File: config.mk
export PLATFORM = sky130hd
export DESIGN_NAME = token_embedder
export DESIGN_NICKNAME = d
export VERILOG_FILES = /design/src/rtl/embedder_pkg.sv /design/src/rtl/token_embedder.sv
export SDC_FILE = /design/constraint.sdc
export NUM_CORES = 1
export LEC_CHECK = 0
export ABC_AREA = 1
export BUFFER_PORTS_ARGS = -buffer_cell sky130_fd_sc_hd__buf_2
export CORE_ASPECT_RATIO = 1.75
export CORE_MARGIN = 2
export CORE_UTILIZATION = 42
export DETAILED_ROUTE_END_ITERATION = 8
export PLACE_DENSITY = 0.74
export SLEW_MARGIN = 20
export SYNTH_ARGS = -nofsm -noshare
export SYNTH_HDL_FRONTEND = slang
export SYNTH_SLANG_ARGS = --single-unit
export TNS_END_PERCENT = 30
File: constraint.sdc
create_clock -name clk -period 1.23 [get_ports clk]
set_input_delay 0 -clock clk [delete_from_list [all_inputs] [get_ports clk]]
set_output_delay 0 -clock clk [all_outputs]
set_load 0.005 [all_outputs]
File: src/rtl/embedder_pkg.sv
// Shared types for the token embedder: FSM state encoding and terminator token.
// No logic; compile before token_embedder.sv.
// Imported with import embedder_pkg::*.
package embedder_pkg;

  typedef enum logic [2:0] {
    IDLE,
    TOK_REQ,
    TOK_WAIT,
    TOK_CHK,
    EMB_REQ,
    EMB_WAIT,
    OUT,
    DONE
  } embedder_state;

  // A token RAM word of all zeros ends the list.
  localparam int TOK_NULL = 0;

endpackage

File: src/rtl/token_embedder.sv
// Purpose: walk the token RAM from address 0 until a zero word, streaming EMB_DIM embedding elements per token.
// Latency: cs to first out_valid 6 cycles; >=3 cycles between elements; empty list gives done 4 cycles after cs.
// Backpressure: OUT holds out_data/out_last until out_ready; nothing lost or duplicated. Option macro TOKEN_EMBEDDER_POS_EN adds pos to each element.
module token_embedder
  import embedder_pkg::*;
#(
  parameter int ADDR_WIDTH = 4,
  parameter int DATA_WIDTH = 8,
  parameter int EMB_DIM    = 4
) (
  input  logic                                    clk,
  input  logic                                    rst_n,
  input  logic                                    cs,
  output logic [ADDR_WIDTH-1:0]                   tok_addr,
  input  logic [DATA_WIDTH-1:0]                   tok_dout,
  output logic [ADDR_WIDTH+$clog2(EMB_DIM)-1:0]   emb_addr,
  input  logic [DATA_WIDTH-1:0]                   emb_dout,
  output logic                                    out_valid,
  input  logic                                    out_ready,
  output logic [DATA_WIDTH-1:0]                   out_data,
  output logic                                    out_last,
  output logic                                    busy,
  output logic                                    done
);

  localparam int EW     = $clog2(EMB_DIM);
  localparam int EMB_AW = ADDR_WIDTH + EW;
  localparam logic [ADDR_WIDTH-1:0] POS_MAX  = '1;
  localparam logic [EW-1:0]         ELEM_MAX = EW'(EMB_DIM - 1);

  embedder_state state, state_nxt;
  logic [ADDR_WIDTH-1:0] pos;
  logic [ADDR_WIDTH-1:0] tok;
  logic [EW-1:0]         elem;
  logic                  tok_is_null;
  logic                  elem_is_last;
  logic                  beat_taken;

  assign tok_is_null  = (tok_dout == DATA_WIDTH'(TOK_NULL));
  assign elem_is_last = (elem == ELEM_MAX);
  assign beat_taken   = (state == OUT) && out_ready;

  // Addresses come straight from the held registers so the srams see them stable through the wait cycle.
  assign tok_addr = pos;
  assign emb_addr = EMB_AW'({tok, elem});

  // State register; reset aborts any walk immediately.
  always_ff @(posedge clk) begin
    if (!rst_n) state <= IDLE;
    else        state <= state_nxt;
  end

  // Next-state and state-decoded outputs.
  always_comb begin
    state_nxt = state;
    out_valid = 1'b0;
    busy      = 1'b1;
    done      = 1'b0;
    case (state)
      IDLE: begin
        busy = 1'b0;
        if (cs) state_nxt = TOK_REQ;
      end
      TOK_REQ:  state_nxt = TOK_WAIT;
      TOK_WAIT: state_nxt = TOK_CHK;
      TOK_CHK:  state_nxt = tok_is_null ? DONE : EMB_REQ;
      EMB_REQ:  state_nxt = EMB_WAIT;
      EMB_WAIT: state_nxt = OUT;
      OUT: begin
        out_valid = 1'b1;
        if (out_ready) begin
          if (!elem_is_last)    state_nxt = EMB_REQ;
          else if (pos == POS_MAX) state_nxt = DONE;
          else                  state_nxt = TOK_REQ;
        end
      end
      DONE: begin
        done      = 1'b1;
        state_nxt = IDLE;
      end
      default: state_nxt = IDLE;
    endcase
  end

  // Walk counters, latched token and the registered output beat.
  always_ff @(posedge clk) begin
    if (!rst_n) begin
      pos      <= '0;
      tok      <= '0;
      elem     <= '0;
      out_data <= '0;
      out_last <= 1'b0;
    end else begin
      case (state)
        IDLE: begin
          if (cs) begin
            pos  <= '0;
            elem <= '0;
          end
        end
        TOK_CHK: begin
          // Upper token bits beyond the vocabulary width are dropped.
          tok  <= tok_dout[ADDR_WIDTH-1:0];
          elem <= '0;
        end
        EMB_WAIT: begin
`ifdef TOKEN_EMBEDDER_POS_EN
          out_data <= emb_dout + DATA_WIDTH'(pos);
`else
          out_data <= emb_dout;
`endif
          out_last <= elem_is_last;
        end
        OUT: begin
          if (beat_taken) begin
            if (!elem_is_last)      elem <= elem + 1'b1;
            else if (pos != POS_MAX) pos <= pos + 1'b1;
          end
        end
        default: ;
      endcase
    end
  end

endmodule
==> reports/qor.txt <==
Arrival @ worst endpoint: 1.37 ns
grt ovf: 0
layout net count: 224
FP Rows: 23
hold buffers post-CTS: 0
Die X: 41.1 um
synth-to-layout area growth: 46.5%
final worst slack: -0.0153 ns
DR WL/cell: 11.9 um
die area: 0.00283 mm^2
clk slew on worst S/H paths: 0.08 ns
Yosys top cell by area: dfxtp_1
Num Clock Sinks: 22
Setup crit start kind: flop
HP Class: primary input to flop
num ports: 42
via/cell ratio: 5.07
TritonCTS Buffers: 3
dominant cells by area after synthesis: dfxtp_1, nand2_1, nor2_1
Hold Vio Cnt, Final: 0
Slew Viols, Final: 0
Tmin final: 1.25 ns
Initial Util: 0.440
# port buffers: 41
DR vias: 1,146
Mapped Cells: 143
Final Core Density: 0.644
CP peak stage delay: 0.37 ns
final setup fails: 3
crit end category: flop
die height: 68.9 um
RSZ-0062 raised after global routing: yes
kind of critical path: flop to flop
starting DRC count in detailed routing: 19
Leak Pwr: 0.696 nW
Pre-antenna DRT Iters: 6
first-pass GRT wire length: 4330 um
status: complete, but fails checks
XOR/XNOR Fraction of Synth Area: 0.00865
final wirelength: 2690 um
Worst Clk Skew: 0.00228 ns
share of layout cells above drive strength 1: 0.453
Syn Area/Cell: 7.08 um^2
Mapped Area: 0.00101 mm^2
placed cell count: 219
initial antenna violation count: 0
mux cell area share after synthesis: 0
clk_lat worst skew: 0.26 ns
non-filler cells, final: 226
Worst-Margin Slew: 0.453 ns
Simple-Gate Fraction of Synth Area: 0.360
DP Worst Slack: -0.0408 ns
FF+latch count, synth: 22
combined global-route utilization of all metal layers: 0.220
unique cell type count in the Yosys netlist: 20
Achievable Freq: 0.803 GHz
cell family with most CP delay: simple AND/OR/NAND/NOR gates
CP Data Required Time: 1.36 ns
register area share after synthesis: 0.435
Max transition margin: 0.698
Core Area: 0.00230 mm^2
largest family of logic cells by synthesized area: simple AND/OR/NAND/NOR gates
drt drc: 0
Slowest cell on crit path: dfxtp_4
max cap viols: 0
worst hold slack: 0.00546 ns
CTS tree: built
failing checks: negative setup slack
Clock Tree Buf Depth: 2
n_diodes: 0
ANT nets after route: 0
WP buf/inv: 1
Final GP Congestion: 0.813
commonest non-fill, non-tap cell in the layout: buf_2
crit-path cells: nor2_2 -> nand2_1 -> nand2_1 -> nand2_2 -> nor2_4 -> inv_2 -> nand2_1 -> a21oi_1
pwr dens: 1140 mW/mm^2
Post-Synth Adder-Cell Area: 0.0247
Syn Nets: 165
crit path max fanout: 6
vias in the first global route: 1,086
H-tree depth: 1
YS warnings: 0
peak supply drop: 0.000876 V
Fill cells: 213
clock root buffer master: clkbuf_8
post-synth top area share: 0.435
most frequent cells in the layout: buf_2, nand2_1, nor2_1
largest net degree at the start of global routing: 15
Crit path top cell by count: nand2_1
Detail Placement HPWL: 2070 um
Final Cycle Share: 1.01
Synth Area in Compound Gates: 0.122
## cell usage after synthesis, drive strengths merged
| cell type | n |
|---|---|
| nand2 | 34 |
| ha | 2 |
| and3 | 1 |
| nor2 | 27 |
| xnor2 | 1 |
| dfxtp | 22 |
| nor3b | 1 |
| a41oi | 1 |
| clkbuf | 2 |
| nand3b | 1 |
| buf | 1 |
| inv | 10 |
| a21oi | 16 |
| nand3 | 16 |
| o21ai | 7 |
| nand4 | 1 |
## report_power, final
part	leakage (nW)	internal (mW)	switching [mW]
Combinational	0.485	0.177	0.235
Clock	0.0288	0.285	0.218
Sequential	0.182	0.745	0.0337
Total	0.696	1.21	0.487
## sequential cells by signal (all words and copies together), names as in the netlist
name      count
tok_addr      4
out_data      8
elem          2
tok           4
out_last      1
state         3
## worst paths after layout
kind / from / end / slack [ns] / depth (start not counted)
worst max-delay path: state[1] / tok_addr[1] / -0.02 / 8
worst min-delay path: emb_dout[6] / out_data[6] / 0.005 / 3
worst max register to register: state[1] / tok_addr[1] / -0.02 / 8
worst min register to register: out_data[7] / out_data[7] / 0.46 / 2
## what timing repair did
| action | in CTS | in global routing |
|---|---|---|
| cloned | 0 | 0 |
| setup endpoints to repair | 16 | 23 |
| buffers inserted | 0 | 3 |
| pin swaps | 1 | 5 |
| endpoints found under the hold margin | 0 | 0 |
| resized for setup | 5 | 20 |
## worst reg2reg max path: stages, from the launching register on
cell	delay, ns
dfxtp_4	0.37
nor2_2	0.13
nand2_1	0.11
nand2_1	0.09
nand2_2	0.07
nor2_4	0.17
inv_2	0.07
nand2_1	0.05
a21oi_1	0.06
## metal layers
layer / track usage / part of all wire / up-vias
li1: - / - / 585
met3: 0.0417 / 0.055 / 2
met4: 0.105 / 0.0086 / 0
met5: 0 / 0 / -
met2: 0.375 / 0.55 / 38
met1: 0.246 / 0.39 / 521
## cell families (layout without fill, tap and decap cells)
group / count (synthesis) / after routing
AND/OR/NAND/NOR: 81 / 81
AO/OA/AOI/OAI: 24 / 24
flip-flops: 22 / 22
buffers and inverters: 13 / 71
adder cells (fa/ha/maj): 2 / 2
XOR/XNOR: 1 / 1
## layout make-up
class | instances | area (um^2) | area share
clock buffers | 4 | 55.1 | 0.0371
repair buffers | 57 | 325 | 0.219
well taps | 25 | 31.3 | 0.0211
inverters | 10 | 40.0 | 0.0270
multi-input cells | 108 | 577 | 0.389
flip-flops and latches | 22 | 454 | 0.306
## per-stage QoR
stage / instance area (um^2) / setup TNS, ns / power [mW]
final: 1480 / -0.0283 / 1.69
after global routing: 1480 / -0.580 / 1.80
after CTS: 1410 / -0.211 / 1.67
after detailed placement: 1340 / -0.295 / 1.16
after global placement: 1340 / 0 / 1.15
after floorplan: 1020 / 0 / 1.00
No activity file was read; power rests on OpenSTA's default activity.
